`config.mk`:
```
export PLATFORM = sky130hd
export DESIGN_NAME = audio_pwm_out
export DESIGN_NICKNAME = d
export VERILOG_FILES = /design/src/rtl/audio_pwm_out.sv
export SDC_FILE = /design/constraint.sdc
export NUM_CORES = 1
export LEC_CHECK = 0
export ABC_AREA = 1
export CAP_MARGIN = 20
export CORE_ASPECT_RATIO = 1.5
export CORE_UTILIZATION = 52
export DETAILED_ROUTE_END_ITERATION = 7
export GPL_TIMING_DRIVEN = 0
export HOLD_SLACK_MARGIN = 0.06
export PLACE_DENSITY = 0.78
export SLEW_MARGIN = 20
export SYNTH_ARGS = -nofsm -noshare
export SYNTH_HDL_FRONTEND = slang
export SYNTH_SLANG_ARGS = --single-unit
```
`constraint.sdc`:
```
create_clock -name clk -period 1.85 [get_ports clk]
set_clock_uncertainty 0.05 [all_clocks]
set_input_delay 0.185 -clock clk [delete_from_list [all_inputs] [get_ports clk]]
set_output_delay 0.185 -clock clk [all_outputs]
set_load 0.1 [all_outputs]
```
`src/rtl/audio_pwm_out.sv`:
```
// ----------------------------------------------------------------------------
// audio_pwm_out
//   Audio PWM output stage fed by the ROM audio driver. PCM samples arrive
//   through a valid/ready handshake into a one-entry buffer; each sample sets
//   the duty cycle of one PWM period on pwm_out (filtered externally by RC).
//
// Parameters
//   DATA_W   sample width; one PWM period is 2**DATA_W counts
//   CLK_DIV  clocks per PWM count (>=1); period = CLK_DIV * 2**DATA_W clocks
//
// Ports
//   clk           system clock
//   rst           synchronous, active-high reset
//   en            enable playback
//   sample_in     unsigned PCM sample
//   sample_valid  sample_in is valid
//   sample_ready  buffer can accept a sample
//   sample_req    1-cycle pulse: buffer just emptied, send next sample
//   pwm_out       registered PWM output
//   underrun      1-cycle pulse: period ended with the buffer empty
//   state_dbg     current FSM state (0 IDLE, 1 RUN, 2 DRAIN) for observation
//
// Handshake: a sample transfers on a rising clk edge where sample_valid and
//   sample_ready are both high. sample_ready is combinational, never depends on
//   sample_valid, and the producer must hold sample_in stable while valid is
//   high and ready is low.
//
// Build option
//   AUDIO_PWM_UNDERRUN_MUTE_EN  defined: on underrun duty falls to mid-scale
//                               (silence). Undefined: the last sample repeats.
// ----------------------------------------------------------------------------
module audio_pwm_out #(
    parameter int DATA_W  = 8,
    parameter int CLK_DIV = 1
) (
    input  logic              clk,
    input  logic              rst,
    input  logic              en,
    input  logic [DATA_W-1:0] sample_in,
    input  logic              sample_valid,
    output logic              sample_ready,
    output logic              sample_req,
    output logic              pwm_out,
    output logic              underrun,
    output logic [1:0]        state_dbg
);

    // The prescaler needs at least one bit even when CLK_DIV is 1.
    localparam int PRE_W = (CLK_DIV > 1) ? $clog2(CLK_DIV) : 1;

    localparam logic [DATA_W-1:0] CNT_MAX   = '1;
    localparam logic [DATA_W-1:0] MID_SCALE = {1'b1, {(DATA_W-1){1'b0}}};
    localparam logic [PRE_W-1:0]  PRE_MAX   = PRE_W'(CLK_DIV - 1);

    typedef enum logic [1:0] {
        IDLE  = 2'd0,
        RUN   = 2'd1,
        DRAIN = 2'd2
    } state_t;

    state_t            state;
    logic [DATA_W-1:0] duty;
    logic [DATA_W-1:0] buf_data;
    logic              buf_full;
    logic [PRE_W-1:0]  pre_cnt;
    logic [DATA_W-1:0] pwm_cnt;

    logic tick;
    logic pend;
    logic accept;

    assign tick         = (pre_cnt == PRE_MAX);
    assign pend         = tick & (pwm_cnt == CNT_MAX);
    assign sample_ready = ~rst & en & ~buf_full & (state != DRAIN);
    assign accept       = sample_valid & sample_ready;
    assign state_dbg    = state;

    always_ff @(posedge clk) begin
        if (rst) begin
            state      <= IDLE;
            duty       <= '0;
            buf_data   <= '0;
            buf_full   <= 1'b0;
            pre_cnt    <= '0;
            pwm_cnt    <= '0;
            pwm_out    <= 1'b0;
            sample_req <= 1'b0;
            underrun   <= 1'b0;
        end else begin
            sample_req <= 1'b0;
            underrun   <= 1'b0;
            case (state)
                IDLE: begin
                    pwm_out <= 1'b0;
                    pre_cnt <= '0;
                    pwm_cnt <= '0;
                    // First sample goes straight to duty so playback starts
                    // on the next edge without a buffer round-trip.
                    if (accept) begin
                        duty       <= sample_in;
                        sample_req <= 1'b1;
                        state      <= RUN;
                    end
                end
                default: begin
                    // Compare uses the count before this edge, so pwm_out
                    // trails pwm_cnt by one clock.
                    pwm_out <= (pwm_cnt < duty);
                    if (tick) begin
                        pre_cnt <= '0;
                        pwm_cnt <= pwm_cnt + 1'b1;
                    end else begin
                        pre_cnt <= pre_cnt + 1'b1;
                    end

                    if (pend) begin
                        if (state == DRAIN) begin
                            state    <= IDLE;
                            buf_full <= 1'b0;
                            pwm_out  <= 1'b0;
                        end else if (buf_full) begin
                            duty       <= buf_data;
                            buf_full   <= 1'b0;
                            sample_req <= 1'b1;
                        end else begin
                            underrun <= 1'b1;
`ifdef AUDIO_PWM_UNDERRUN_MUTE_EN
                            duty     <= MID_SCALE;
`endif
                        end
                    end

                    // A sample arriving on an empty-buffer period end lands in
                    // the buffer and waits for the following period.
                    if (accept) begin
                        buf_data <= sample_in;
                        buf_full <= 1'b1;
                    end

                    if ((state == RUN) && !en) begin
                        state <= DRAIN;
                    end
                end
            endcase
        end
    end

`ifndef AUDIO_PWM_UNDERRUN_MUTE_EN
    // Mid-scale is only used by the muting build.
    logic unused_mid;
    assign unused_mid = ^MID_SCALE;
`endif

endmodule

```
* Word-level counts from Yosys, hierarchy flattened *
Index checks and enable logic that the tools add are counted.

word-level totals
  bits in registers = 31
  bits in latches = 0
  bits in writable memories = 0
  ROM bits = 0
  output and inout bits = 6
  memories = 0

operators by class
  add/sub/neg operators = 2
  multipliers = 0
  div/mod/pow operators = 0
  $lt $le $gt $ge = 1
  equal/unequal tests = 6
  shifts and indexed selects = 0
  muxes and demuxes = 20
  bitwise gates (word level) = 10
  reductions and logical operators = 15

operator list
  operator             number
  $mux 8               5
  $mux 1               10
  $mux 2               5
  $add 8x1->8 const B  1
  $eq 8x8->1 const B   1
  $lt 8x8->1           1
  $reduce_bool 2->1    3
  $reduce_bool 3->1    2
  $and 1x1->1          5
  $not 1->1            5
  $ne 2x2->1 const B   2
  $reduce_and 2->1     2
  $reduce_and 4->1     1
  $reduce_or 4->1      1
  $reduce_and 3->1     1
  $reduce_or 3->1      1
  $eq 2x1->1 const B   1
  $eq 2x2->1 const B   1
  $logic_not 2->1      1
  $ne 2x1->1 const B   1
  $reduce_or 2->1      1
  $add 1x1->1 const B  1
  $logic_and 1x1->1    1
  $logic_not 1->1      1

* Depth between registers and ports, before layout *
Gate-level depths: netlist of the first run.

  depth after elaboration = 7
  gate-level depth with buffers = 8

* Least setup slack after synthesis of the first run *
No wires, ideal clock.

  kind = reg-to-reg
  start point = register state[0] (netlist: state_dbg[0])
  end point = register buf_data[5]
  library setup time = 62 ps
  data arrival time = 2638 ps
  required time = 1738 ps
  path slack = -900 ps
  stages on the path, launching flop included = 7
  period minus slack after synthesis = 2750 ps
  cell sequence = dfxtp_1 -> nor2_1 -> nor3_4 -> nand3_2 -> clkinv_2 -> nor2_1 -> nor2_2

on the way
  word-level cells in the longest chain between the ends = 4
  elaborated cells on any way between the ends = 6

ends and longest elaborated chain
  element                     RTL line  RTL
  start: declaration          61        state_t state;
  start signal: assignment    80        state <= IDLE;
  start signal: assignment    102       state <= RUN;
  start signal: assignment    118       state <= IDLE;
  $ne 2x2->1                  74        assign sample_ready = ~rst & en & ~buf_full & (state != DRAIN);
  $and 1x1->1                 74
  named net sample_ready      41        output logic sample_ready,
  $and 1x1->1                 75        assign accept = sample_valid & sample_ready;
  $reduce_and 2->1 (no line)  --
  end signal: assignment      136       buf_data <= sample_in;
  end: declaration            63        logic [DATA_W-1:0] buf_data;

The timed path passes the listed nets, and every way through them passes these cells.
A chain may end at the register's enable or synchronous reset.

* Final worst setup path of the first run *
  start point = register state[0] (netlist: state_dbg[0])
  end point = output port state_dbg[0]

RTL lines
  element           RTL line  RTL
  end: declaration  45        output logic [1:0] state_dbg

No word-level cell between the ends.

==> results_tabular.tex, run 1 <==
\begin{tabular}{lr}
\hline
Metric & Value \\
\hline
\multicolumn{2}{l}{\textbf{Synth}} \\
\quad Cell area after synthesis & 0.001649 mm² \\
\quad Count of unique library cells instantiated by Yosys & 27 \\
\quad Total of flip-flops plus latches after synthesis & 31 \\
\quad Synthesized instance count & 232 \\
\quad Yosys Warn Count & 0 \\
\quad Fraction of the yosys area taken by sequential cells & 0.3763 \\
\quad Total nets after synthesis & 252 \\
\quad Share of the synthesized area in the top cell type & 0.3763 \\
\quad Top cells by area, synth & sky130\_fd\_sc\_hd\_\_dfxtp\_1 (38\%), sky130\_fd\_sc\_hd\_\_nand2\_1 (11\%), sky130\_fd\_sc\_hd\_\_a21oi\_1 (6.7\%) \\
\quad Cell taking the most area after synthesis & sky130\_fd\_sc\_hd\_\_dfxtp\_1 \\
\quad Synthesized area divided by synthesized cell count & 7.108 µm² \\
\multicolumn{2}{l}{\textbf{Critical path}} \\
\quad Startpoint of the worst-slack reg-to-reg timing path & pwm\_cnt[1] \\
\quad Slack of the worst reg-to-reg path & around 190 ps \\
\quad Buf/Inv on CP & 1 \\
\quad Endpoint kind of the worst setup timing path & output pin \\
\quad Depth of the most critical reg-to-reg path & 7 \\
\quad Family with the most delay on the worst path & buffers and inverters \\
\quad Data arrival at the endpoint of the critical path & between 1500 and 2000 ps \\
\quad Crit path launch type & register \\
\quad End of the worst register-to-register path & duty[0] \\
\quad Number of cells on the critical path & 1 \\
\quad Top fanout value on the critical path & 7 \\
\quad Master of the slowest instance on the critical path & sky130\_fd\_sc\_hd\_\_dlygate4sd2\_1 \\
\quad CP Data Required Time & $\sim$1600 ps \\
\quad Largest incremental delay on the critical path & 860 ps \\
\quad Startpoint-to-endpoint class of the critical path & register to output pin \\
\quad CP cell instances & dlygate4sd2\_1 \\
\multicolumn{2}{l}{\textbf{GRT}} \\
\quad Global router's overall resource usage & 0.2347 \\
\quad Aggregate global routing overflow & 0 \\
\quad Initial antenna violation count & 0 \\
\quad Wire length of the first global-routing pass & 5754 µm \\
\quad Via count of the first global-routing pass & about 1,400 \\
\quad Maximum number of pins on one net before global-route repair & 11 \\
\multicolumn{2}{l}{\textbf{Placed design}} \\
\quad Count of input and output buffers & 16 \\
\quad Pre-CTS worst setup slack & -898.5 ps \\
\quad Detail Placement HPWL & 2525 µm \\
\quad Placer Congestion & 0.8296 \\
\multicolumn{2}{l}{\textbf{Timing}} \\
\quad Number of setup violations in the final report & 0 \\
\quad Hold Fails Final Rpt & 0 \\
\quad Final count of pins violating max slew & 0 \\
\quad Final setup margin & between 60 and 70 ps \\
\quad Actual transition at the worst max-transition pin & 952.5 ps \\
\quad Max Fclk & 0.5617 GHz \\
\quad Relative slew slack & 0.3675 \\
\quad Final period utilization & 0.9624 \\
\quad RSZ-0062 raised after global routing & no \\
\quad Min Tclk post-route & roughly 1800 ps \\
\multicolumn{2}{l}{\textbf{Detailed routing}} \\
\quad Routed length per placed instance & 11.65 µm \\
\quad First-iteration detailed-routing DRC count & 25 \\
\quad DRT Pass-1 Iters & 4 \\
\quad Post-route ant nets & 0 \\
\quad Per-cell via count in the routed design & 5.017 \\
\quad Remaining DRCs & 0 \\
\quad Number of vias in the routed layout & 1,490 \\
\quad Aggregate routed wire length & 3460 µm \\
\multicolumn{2}{l}{\textbf{Cells and area}} \\
\quad Synth-to-Final Area Change & 20.79\% \\
\quad Final net count & around 280 \\
\quad Share of layout cells above drive strength 1 & 0.1512 \\
\quad Antenna Diode Count & 0 \\
\quad Most common cell after layout, fill and taps aside & sky130\_fd\_sc\_hd\_\_nand2\_1 \\
\quad Commonest cells after routing, fill and taps aside & sky130\_fd\_sc\_hd\_\_nand2\_1 (49), sky130\_fd\_sc\_hd\_\_dfxtp\_1 (29), sky130\_fd\_sc\_hd\_\_inv\_1 (28) \\
\quad Footprint of the flip-flops and latches & 628.1 µm² \\
\quad Layout filler cell count & 271 \\
\quad Area occupied by multi-input gates & 872.1 µm² \\
\multicolumn{2}{l}{\textbf{Power}} \\
\quad Power density over the cells & around 730 mW/mm² \\
\quad Largest vdd supply drop & roughly 530 µV \\
\quad Combinational share of power & 0.123 \\
\quad Switching part of the total power & 0.2549 \\
\quad Internal power & 1.085 mW \\
\quad Flop pwr share & 0.474 \\
\quad Leakage power total & 0.8842 nW \\
\quad Power dissipated by switching net loads & 0.3711 mW \\
\quad Clock network fraction of design power & 0.402 \\
\quad Power consumption & 1.456 mW \\
\multicolumn{2}{l}{\textbf{Hold path}} \\
\quad Source of the worst hold timing path & sample\_valid \\
\quad Hold Path End & buf\_full \\
\quad Depth of the worst hold-timing path & 3 \\
\quad Min-Delay Path Class & primary input to register \\
\multicolumn{2}{l}{\textbf{Die}} \\
\quad Count of boundary I/O pins & 18 \\
\quad Rows & 24 \\
\quad Area of the die & 0.003405 mm² \\
\quad Core area & 0.002973 mm² \\
\quad Effective utilization at floorplan & 0.5547 \\
\quad Horizontal die dimension & 47.98 µm \\
\quad Floorplan die height & 70.97 µm \\
\multicolumn{2}{l}{\textbf{Clock network}} \\
\quad Cell at the root of the clock tree & sky130\_fd\_sc\_hd\_\_clkbuf\_8 \\
\quad Hold-fix buffer count after cts & 0 \\
\quad TritonCTS clock tree & built \\
\quad Total CTS buffers & 5 \\
\quad Clk buf depth & 2 \\
\quad Clock-pin slew of the registers on the worst-case setup and hold paths & about 60 ps \\
\quad Number of H-tree levels & 2 \\
\quad Clock tree sinks & 31 \\
\quad Clock insertion delay at the later pin of the skew report & 280 ps \\
\multicolumn{2}{l}{\textbf{Status}} \\
\quad Run status & finished clean \\
\multicolumn{2}{l}{\textbf{Run}} \\
\quad Max\_cap viols & 0 \\
\hline
\end{tabular}
[worst max path at each step]
stage                 start      endpoint
2_1_floorplan  state_dbg[0]   buf_data[5]
3_3_place_gp            rst  sample_ready
3_5_place_dp            rst  sample_ready
4_1_cts                 rst  sample_ready
5_1_grt        state_dbg[0]  state_dbg[0]
6_report       state_dbg[0]  state_dbg[0]
[layer usage]
metal  GRT usage  part of all wire  wire length, µm
met1      0.2288              0.42             1441
met5           0                 0                0
met3     0.07143             0.024               82
met4     0.09877             0.021               74
met2      0.4219              0.54             1862
[final cells by class]
| cell class | count | area share |
|---|---|---|
| multi-input combinational | 162 | 0.4378 |
| inverter | 33 | 0.06595 |
| sequential | 31 | 0.3153 |
| tap | 39 | 0.02450 |
| clock buffer | 8 | 0.05025 |
| buffer | 6 | 0.02073 |
| timing repair buffer | 18 | 0.08543 |
[state kept, by name, summed over array words and instances, names as in the netlist]
| name | count |
|---|---|
| buf_data | 8 |
| duty | 8 |
| pwm_cnt | 8 |
| state_dbg | 2 |
| buf_full | 1 |
| pre_cnt | 1 |
| pwm_out | 1 |
| sample_req | 1 |
| underrun | 1 |
[kinds of logic after synthesis]
family / Yosys count / share of synthesized area
AOI/OAI and AO/OA: 36 / 0.1123
and+or+nand+nor: 117 / 0.3460
buffers and inverters: 39 / 0.1024
DFF: 31 / 0.3763
adders and majority gates: 8 / 0.06070
other: 1 / 0.002274
[synth_stat cells]
master,instances
sky130_fd_sc_hd__nand2_1,49
sky130_fd_sc_hd__dfxtp_1,31
sky130_fd_sc_hd__inv_1,29
sky130_fd_sc_hd__nor2_1,24
sky130_fd_sc_hd__a21oi_1,22
sky130_fd_sc_hd__nand3_1,17
sky130_fd_sc_hd__o21ai_0,12
sky130_fd_sc_hd__nand4_1,9
sky130_fd_sc_hd__nor2_2,9
sky130_fd_sc_hd__ha_1,8
sky130_fd_sc_hd__buf_2,3
sky130_fd_sc_hd__buf_6,2
sky130_fd_sc_hd__inv_2,2
sky130_fd_sc_hd__nor3_1,2
sky130_fd_sc_hd__clkbuf_1,1
sky130_fd_sc_hd__clkinv_2,1
sky130_fd_sc_hd__conb_1,1
sky130_fd_sc_hd__inv_4,1
sky130_fd_sc_hd__nand2_4,1
sky130_fd_sc_hd__nand3_2,1
sky130_fd_sc_hd__nand4_2,1
sky130_fd_sc_hd__nand4_4,1
sky130_fd_sc_hd__nor2_4,1
sky130_fd_sc_hd__nor3_4,1
sky130_fd_sc_hd__o21a_1,1
sky130_fd_sc_hd__o21bai_1,1
sky130_fd_sc_hd__or2_2,1
[power groups by stage]
stage	logic [mW]	registers (mW)	clock network [mW]
after floorplan	0.103	0.722	0
after detailed placement	0.174	0.706	0
after global placement	0.173	0.706	0
after global routing	0.199	0.693	0.627
final	0.180	0.691	0.586
after CTS	0.176	0.691	0.597
[stage by stage]
step	area, µm²	TNS [ps]	hold WS (ps)	std cells	util
2_1_floorplan	1668	-2457	194.4	232	-
4_1_cts	1972	-27.71	265.7	295	0.6633
3_3_place_gp	1877	-1432	399.1	287	0.6313
3_5_place_dp	1877	-1361	406.9	287	0.6313
6_report	1992	0	269.4	297	0.6700
5_1_grt	1992	0	282.0	297	0.6700
[what timing repair did]
action,4_1_cts,5_1_grt
pin swaps,0,1
setup endpoints to repair,6,8
cloned,0,0
gates resized for setup,12,1
setup buffers,0,2
endpoints found under the hold margin,0,0
Note: power is estimated with default switching activity, not from simulation.
==> run 2, diff against run 1 <==
--- a/config.mk
+++ b/config.mk
@@ -8,11 +8,11 @@
 export ABC_AREA = 1
 export CAP_MARGIN = 20
 export CORE_ASPECT_RATIO = 1.5
-export CORE_UTILIZATION = 52
+export CORE_UTILIZATION = 54
 export DETAILED_ROUTE_END_ITERATION = 7
 export GPL_TIMING_DRIVEN = 0
 export HOLD_SLACK_MARGIN = 0.06
-export PLACE_DENSITY = 0.78
+export PLACE_DENSITY = 0.81
 export SLEW_MARGIN = 20
 export SYNTH_ARGS = -nofsm -noshare
 export SYNTH_HDL_FRONTEND = slang
==> run 2 against run 1 <==
  * Final area decreased by 0.25%
  * Setup slack got worse by 7.8 ps
  * Maximum frequency decreased by 0.43%
  * Total power increased by 0.73%
  * Routed wire length decreased by 1.2%
  * Critical path depth unchanged
  * Sequential power about the same
  * Sequential share of layout area increased by 0.079 points
  * Critical endpoint unchanged
  * Largest cell class unchanged
  * Largest power group unchanged
==> results_tabular.tex, run 2 (synthesis gave the netlist of run 1 again) <==
\begin{tabular}{lr}
\hline
Metric & Value \\
\hline
\multicolumn{2}{l}{\textbf{GRT}} \\
\quad Maximum number of pins on one net before global-route repair & 11 (unchanged) \\
\quad Wire length of the first global-routing pass & 5651 µm (-1.8\%) \\
\quad Aggregate global routing overflow & 0 (unchanged) \\
\quad Global router's overall resource usage & 0.2388 (+0.004060) \\
\quad Initial antenna violation count & 0 (unchanged) \\
\quad Via count of the first global-routing pass & 1,339 (-6.5\%) \\
\multicolumn{2}{l}{\textbf{Cells and area}} \\
\quad Share of layout cells above drive strength 1 & 0.1512 (unchanged) \\
\quad Synth-to-Final Area Change & 20.49\% \\
\quad Most common cell after layout, fill and taps aside & sky130\_fd\_sc\_hd\_\_nand2\_1 \\
\quad Antenna Diode Count & 0 (unchanged) \\
\quad Largest registers & buf\_data: 8 flops, duty: 8 flops, pwm\_cnt: 8 flops \\
\quad Commonest cells after routing, fill and taps aside & sky130\_fd\_sc\_hd\_\_nand2\_1 (49), sky130\_fd\_sc\_hd\_\_dfxtp\_1 (29), sky130\_fd\_sc\_hd\_\_inv\_1 (28) \\
\quad Final net count & 277 (unchanged) \\
\quad Layout filler cell count & 276 (+1.8\%) \\
\quad Cell area after layout & 0.001987 mm² (-0.25\%) \\
\multicolumn{2}{l}{\textbf{Critical path}} \\
\quad Top fanout value on the critical path & 7 (unchanged) \\
\quad CP cell instances & dlygate4sd2\_1 \\
\quad Master of the slowest instance on the critical path & sky130\_fd\_sc\_hd\_\_dlygate4sd2\_1 \\
\quad End of the worst register-to-register path & duty[0] \\
\quad Critical path startpoint & state\_dbg[0] \\
\quad Number of cells on the critical path & 1 (unchanged) \\
\quad Largest incremental delay on the critical path & 860 ps (about the same) \\
\quad Buf/Inv on CP & 1 (unchanged) \\
\quad Startpoint of the worst-slack reg-to-reg timing path & pwm\_cnt[0] \\
\quad Startpoint-to-endpoint class of the critical path & register to output pin \\
\quad Crit path launch type & register \\
\quad Family with the most delay on the worst path & buffers and inverters \\
\quad Endpoint kind of the worst setup timing path & output pin \\
\quad Slack of the worst reg-to-reg path & 80 ps (-110 ps) \\
\quad CP Data Required Time & 1620 ps (about the same) \\
\quad Depth of the most critical reg-to-reg path & 7 (unchanged) \\
\quad Data arrival at the endpoint of the critical path & 1550 ps (about the same) \\
\quad Worst setup path endpoint & state\_dbg[0] \\
\multicolumn{2}{l}{\textbf{Power}} \\
\quad Power dissipated by switching net loads & 0.3818 mW (+2.9\%) \\
\quad Switching part of the total power & 0.2603 (+0.005443) \\
\quad Power density over the cells & 738.2 mW/mm² (+0.98\%) \\
\quad Leakage power total & 0.8840 nW (about the same) \\
\quad Largest vdd supply drop & 700.4 µV (+32\%) \\
\quad Combinational share of power & 0.122 (about the same) \\
\quad Internal power & 1.085 mW (about the same) \\
\quad Flop pwr share & 0.471 (-0.003) \\
\quad Power consumption & 1.467 mW (+0.73\%) \\
\quad Clock network fraction of design power & 0.407 (+0.005) \\
\multicolumn{2}{l}{\textbf{Hold path}} \\
\quad Depth of the worst hold-timing path & 3 (unchanged) \\
\quad Min-Delay Path Class & primary input to register \\
\multicolumn{2}{l}{\textbf{Detailed routing}} \\
\quad Number of vias in the routed layout & 1,512 (+1.5\%) \\
\quad Post-route ant nets & 0 (unchanged) \\
\quad Routed length per placed instance & 11.52 µm (-1.2\%) \\
\quad Remaining DRCs & 0 (unchanged) \\
\quad DRT Pass-1 Iters & 4 (unchanged) \\
\quad First-iteration detailed-routing DRC count & 39 (+56\%) \\
\quad Per-cell via count in the routed design & 5.091 (+1.5\%) \\
\quad Aggregate routed wire length & 3420 µm (-1.2\%) \\
\multicolumn{2}{l}{\textbf{Timing}} \\
\quad Hold Fails Final Rpt & 0 (unchanged) \\
\quad Fin Setup TNS & 0 ps (unchanged) \\
\quad Worst hold slack & 269.1 ps (-0.3350 ps) \\
\quad Final count of pins violating max slew & 0 (unchanged) \\
\quad Max Fclk & 0.5592 GHz (-0.43\%) \\
\quad Relative slew slack & 0.3696 (+0.002068) \\
\quad Final period utilization & 0.9666 (+0.004193) \\
\quad Actual transition at the worst max-transition pin & 949.4 ps (-3.113 ps) \\
\quad RSZ-0062 raised after global routing & no \\
\quad Min Tclk post-route & 1788 ps (+7.757 ps) \\
\quad Number of setup violations in the final report & 0 (unchanged) \\
\multicolumn{2}{l}{\textbf{Die}} \\
\quad Rows & 24 (unchanged) \\
\quad Count of boundary I/O pins & 18 (unchanged) \\
\quad Floorplan die height & 69.68 µm (-1.8\%) \\
\quad Effective utilization at floorplan & 0.5662 (+0.01144) \\
\quad Area of the die & 0.003283 mm² (-3.6\%) \\
\quad Core area & 0.002913 mm² (-2.0\%) \\
\quad Horizontal die dimension & 47.12 µm (-1.8\%) \\
\multicolumn{2}{l}{\textbf{Clock network}} \\
\quad Cell at the root of the clock tree & sky130\_fd\_sc\_hd\_\_clkbuf\_8 \\
\quad Clock insertion delay at the later pin of the skew report & 290 ps (about the same) \\
\quad Clk buf depth & 2 (unchanged) \\
\quad Clock-pin slew of the registers on the worst-case setup and hold paths & 60 ps (about the same) \\
\quad Total CTS buffers & 5 (unchanged) \\
\quad Number of H-tree levels & 2 (unchanged) \\
\quad Clock tree sinks & 31 (unchanged) \\
\quad TritonCTS clock tree & built \\
\multicolumn{2}{l}{\textbf{Placed design}} \\
\quad Detail Placement HPWL & 2504 µm (-0.83\%) \\
\quad Placed cell area & 0.001877 mm² (unchanged) \\
\quad Count of input and output buffers & 16 (unchanged) \\
\quad Placer Congestion & 0.8558 (+3.2\%) \\
\multicolumn{2}{l}{\textbf{Status}} \\
\quad Run status & finished clean \\
\multicolumn{2}{l}{\textbf{Run}} \\
\quad Max\_cap viols & 0 (unchanged) \\
\hline
\end{tabular}
## run 2: cell counts in the layout (fill, tap and decap cells not counted)
No cell type changed its count.
## run 2: area by class of cell
| cell class | count | area, µm² | share of cell area |
|---|---|---|---|
| flip-flops and latches | 31 | 628.1 | 0.3161 |
| inverters | 33 | 131.4 | 0.06612 |
| multi-input cells | 162 | 867.1 | 0.4364 |
| clock buffers | 8 | 100.1 | 0.05038 |
| well taps | 39 | 48.80 | 0.02456 |
| plain buffers | 6 | 41.29 | 0.02078 |
| repair buffers | 18 | 170.2 | 0.08564 |
## run 2: worst min path at each step
stage                              end    startpoint  slack [ps]
after floorplan           state_dbg[0]           rst         190
after global placement     buf_data[2]   buf_data[2]         400
after detailed placement   buf_data[2]   buf_data[2]         410
after CTS                     buf_full  sample_valid         260
after global routing          buf_full  sample_valid         290
final                         buf_full  sample_valid         270
## run 2: per-stage QoR
stage	cells	utilization	worst slack [ps]
2_1_floorplan	232	-	-277.5
3_3_place_gp	287	0.6443	-897.7
3_5_place_dp	287	0.6443	-904.8
4_1_cts	295	0.6770	-19.26
5_1_grt	297	0.6821	0.3433
6_report	297	0.6821	61.79
## run 2: power by group through the flow
stage,Combinational (mW),Sequential (mW),Clock (mW)
after floorplan,0.103,0.722,0
after global placement,0.172,0.706,0
after detailed placement,0.174,0.706,0
after CTS,0.175,0.691,0.603
after global routing,0.195,0.693,0.637
final,0.178,0.691,0.597
## run 2: worst min-delay path: stages
cell and delay [ps]:
sky130_fd_sc_hd__buf_2 170, sky130_fd_sc_hd__nand3_2 130, sky130_fd_sc_hd__a21oi_1 70
## run 2: what timing repair did
action,in CTS,in global routing
pin swaps,0,1
gates resized for setup,12,0
hold endpoints to repair,0,0
hold buffers,0,0
setup endpoints to repair,6,1
buffers inserted,0,2
## run 2: metal layers
layer / wire length, µm / GRT usage / up-vias
met5: 0 / 0 / -
met4: 76 / 0.1079 / 0
met3: 125 / 0.07292 / 8
met2: 1769 / 0.3935 / 27
met1: 1448 / 0.2660 / 680
li1: - / - / 797
==> run 3, diff against run 2 <==
--- a/config.mk
+++ b/config.mk
@@ -13,7 +13,7 @@
 export GPL_TIMING_DRIVEN = 0
 export HOLD_SLACK_MARGIN = 0.06
 export PLACE_DENSITY = 0.81
-export SLEW_MARGIN = 20
+export SKIP_CTS_REPAIR_TIMING = 1
 export SYNTH_ARGS = -nofsm -noshare
 export SYNTH_HDL_FRONTEND = slang
 export SYNTH_SLANG_ARGS = --single-unit
==> run 3 against run 2 <==
  * The run now ends with setup timing left
  * Final cell count down 0.67%
  * Count of clock-buffer cells in the layout unchanged
  * Routed wire length down 0.41%
  * Die area unchanged
  * Highest routed layer unchanged
  * Critical path type is now primary input to output pin
  * Global-route usage unchanged
  * Total power down 0.48%
  * Non-clock buffer count down 2
  * Largest power group unchanged
==> results_tabular.tex, run 3 (synthesis gave the netlist of run 1 again) <==
\begin{tabular}{lr}
\hline
Metric & Value \\
\hline
\multicolumn{2}{l}{\textbf{Power}} \\
\quad Clock network fraction of design power & 0.406 (about the same) \\
\quad Leakage power total & 0.9411 nW (+6.5\%) \\
\quad Power density over the cells & 733.3 mW/mm² (-0.66\%) \\
\quad Flop pwr share & 0.473 (+0.002) \\
\quad Power consumption & 1.460 mW (-0.48\%) \\
\quad Combinational share of power & 0.121 (about the same) \\
\quad Internal power & 1.083 mW (-0.16\%) \\
\quad Switching part of the total power & 0.2580 (-0.002320) \\
\quad Largest vdd supply drop & 700.2 µV (about the same) \\
\quad Power dissipated by switching net loads & 0.3766 mW (-1.4\%) \\
\multicolumn{2}{l}{\textbf{Critical path}} \\
\quad Top fanout value on the critical path & 10 (+3) \\
\quad Endpoint kind of the worst setup timing path & output pin \\
\quad Family with the most delay on the worst path & buffers and inverters \\
\quad Crit path launch type & primary input \\
\quad Startpoint-to-endpoint class of the critical path & primary input to output pin \\
\quad Master of the slowest instance on the critical path & sky130\_fd\_sc\_hd\_\_clkdlybuf4s50\_1 \\
\quad CP Data Required Time & 1620 ps (about the same) \\
\quad Buf/Inv on CP & 3 (+2) \\
\quad Data arrival at the endpoint of the critical path & 1640 ps (+90 ps) \\
\quad Largest incremental delay on the critical path & 550 ps (-310 ps) \\
\quad CP cell instances & clkdlybuf4s50\_1 -> inv\_4 -> nand2\_4 -> nor3\_4 -> buf\_6 \\
\multicolumn{2}{l}{\textbf{Detailed routing}} \\
\quad Number of vias in the routed layout & 1,508 (-0.26\%) \\
\quad DRT Pass-1 Iters & 4 (unchanged) \\
\quad First-iteration detailed-routing DRC count & 30 (-23\%) \\
\quad Per-cell via count in the routed design & 5.112 (+0.41\%) \\
\quad Post-route ant nets & 0 (unchanged) \\
\quad Routed length per placed instance & 11.55 µm (+0.27\%) \\
\quad Remaining DRCs & 0 (unchanged) \\
\quad Aggregate routed wire length & 3406 µm (-0.41\%) \\
\multicolumn{2}{l}{\textbf{Cells and area}} \\
\quad Share of layout cells above drive strength 1 & 0.1445 (-0.006632) \\
\quad Largest registers & buf\_data: 8 flops, duty: 8 flops, pwm\_cnt: 8 flops \\
\quad Most common cell after layout, fill and taps aside & sky130\_fd\_sc\_hd\_\_nand2\_1 \\
\quad Synth-to-Final Area Change & 20.71\% \\
\quad Cell area after layout & 0.001991 mm² (+0.19\%) \\
\quad Area occupied by multi-input gates & 867.1 µm² (unchanged) \\
\quad Antenna Diode Count & 0 (unchanged) \\
\quad Commonest cells after routing, fill and taps aside & sky130\_fd\_sc\_hd\_\_nand2\_1 (49), sky130\_fd\_sc\_hd\_\_dfxtp\_1 (29), sky130\_fd\_sc\_hd\_\_inv\_1 (28) \\
\quad Final net count & 275 (-0.72\%) \\
\quad Final Core Density & 0.6834 (+0.001288) \\
\quad Layout filler cell count & 272 (-1.4\%) \\
\quad Footprint of the flip-flops and latches & 628.1 µm² (unchanged) \\
\multicolumn{2}{l}{\textbf{Timing}} \\
\quad Actual transition at the worst max-transition pin & 963.7 ps (+14.31 ps) \\
\quad Relative slew slack & 0.3565 (-0.01310) \\
\quad RSZ-0062 raised after global routing & yes \\
\quad Hold Fails Final Rpt & 0 (unchanged) \\
\quad Final count of pins violating max slew & 0 (unchanged) \\
\quad Max Fclk & 0.5344 GHz (-4.4\%) \\
\quad Final setup margin & -21.12 ps (-82.91 ps) \\
\quad Min Tclk post-route & 1871 ps (+82.91 ps) \\
\quad Final period utilization & 1.011 (+0.04481) \\
\quad Number of setup violations in the final report & 1 (+1) \\
\quad Fin Setup TNS & -21.12 ps (-21.12 ps) \\
\multicolumn{2}{l}{\textbf{Placed design}} \\
\quad Placer Congestion & 0.8558 (unchanged) \\
\quad Detail Placement HPWL & 2504 µm (unchanged) \\
\quad Placed cell area & 0.001877 mm² (unchanged) \\
\quad Count of input and output buffers & 16 (unchanged) \\
\quad Pre-CTS worst setup slack & -904.8 ps (unchanged) \\
\multicolumn{2}{l}{\textbf{GRT}} \\
\quad Global router's overall resource usage & 0.2388 (unchanged) \\
\quad Maximum number of pins on one net before global-route repair & 11 (unchanged) \\
\quad Wire length of the first global-routing pass & 5651 µm (unchanged) \\
\quad Aggregate global routing overflow & 0 (unchanged) \\
\quad Via count of the first global-routing pass & 1,339 (unchanged) \\
\quad Initial antenna violation count & 0 (unchanged) \\
\multicolumn{2}{l}{\textbf{Clock network}} \\
\quad Clock-pin slew of the registers on the worst-case setup and hold paths & 60 ps (about the same) \\
\quad Total CTS buffers & 5 (unchanged) \\
\quad TritonCTS clock tree & built \\
\quad Clk buf depth & 2 (unchanged) \\
\quad Clock insertion delay at the later pin of the skew report & 290 ps (about the same) \\
\quad Cell at the root of the clock tree & sky130\_fd\_sc\_hd\_\_clkbuf\_8 \\
\quad Clock tree sinks & 31 (unchanged) \\
\quad Number of H-tree levels & 2 (unchanged) \\
\multicolumn{2}{l}{\textbf{Die}} \\
\quad Count of boundary I/O pins & 18 (unchanged) \\
\quad Effective utilization at floorplan & 0.5662 (unchanged) \\
\quad Core area & 0.002913 mm² (unchanged) \\
\quad Rows & 24 (unchanged) \\
\quad Horizontal die dimension & 47.12 µm (unchanged) \\
\quad Floorplan die height & 69.68 µm (unchanged) \\
\quad Area of the die & 0.003283 mm² (unchanged) \\
\multicolumn{2}{l}{\textbf{Status}} \\
\quad Failing checks & setup timing \\
\quad Run status & finished with violations \\
\multicolumn{2}{l}{\textbf{Run}} \\
\quad Max\_cap viols & 0 (unchanged) \\
\multicolumn{2}{l}{\textbf{Hold path}} \\
\quad Min-Delay Path Class & primary input to register \\
\hline
\end{tabular}
==> run 3: cell types whose count changed in the layout (fill, tap and decap cells not counted) <==
cell                             previous run  this run
sky130_fd_sc_hd__dlygate4sd2_1              5         0
sky130_fd_sc_hd__dlymetal6s2s_1             0         5
sky130_fd_sc_hd__buf_4                      2         0
==> run 3: worst paths after layout <==
check,slack [ps],from,cells after the start,to
setup reg to reg,90,pwm_cnt[0],7,duty[0]
setup / recovery,-20,rst,5,sample_ready
hold / removal,270,sample_valid,3,buf_full
hold reg to reg,420,buf_data[2],2,buf_data[2]
==> run 3: through the flow <==
stage | instances | hold slack, ps
2_1_floorplan | 232 | 194.4
3_3_place_gp | 287 | 397.7
3_5_place_dp | 287 | 408.1
4_1_cts | 295 | 264.5
5_1_grt | 295 | 276.7
6_report | 295 | 268.8
==> run 3: metal layers <==
| metal | up-vias | track usage | wire length [µm] |
|---|---|---|---|
| li1 | 794 | - | - |
| met1 | 682 | 0.2660 | 1464 |
| met2 | 23 | 0.3935 | 1757 |
| met3 | 9 | 0.07292 | 113 |
| met4 | 0 | 0.1079 | 71 |
| met5 | - | 0 | 0 |
==> run 3: power by group through the flow <==
stage | Combinational (mW) | Sequential, mW | Clock [mW]
3_5_place_dp | 0.174 | 0.706 | 0
4_1_cts | 0.176 | 0.691 | 0.603
2_1_floorplan | 0.103 | 0.722 | 0
5_1_grt | 0.191 | 0.693 | 0.637
6_report | 0.176 | 0.691 | 0.593
3_3_place_gp | 0.172 | 0.706 | 0
==> run 3: layout make-up <==
| type | instances | share of cell area |
|---|---|---|
| plain buffers | 6 | 0.02074 |
| clock buffers | 8 | 0.05028 |
| inverters | 33 | 0.06600 |
| multi-input cells | 162 | 0.4356 |
| flip-flops and latches | 31 | 0.3155 |
| well taps | 39 | 0.02451 |
| repair buffers | 16 | 0.08737 |
==> run 3: worst register-to-register path, delay by kind of cell, from the launching register on <==
family                   cells  cell delay [ps]
adder cells (fa/ha/maj)      1              210
flip-flops                   1              390
AO/OA/AOI/OAI                1              160
buffers and inverters        1              200
AND/OR/NAND/NOR              4              630
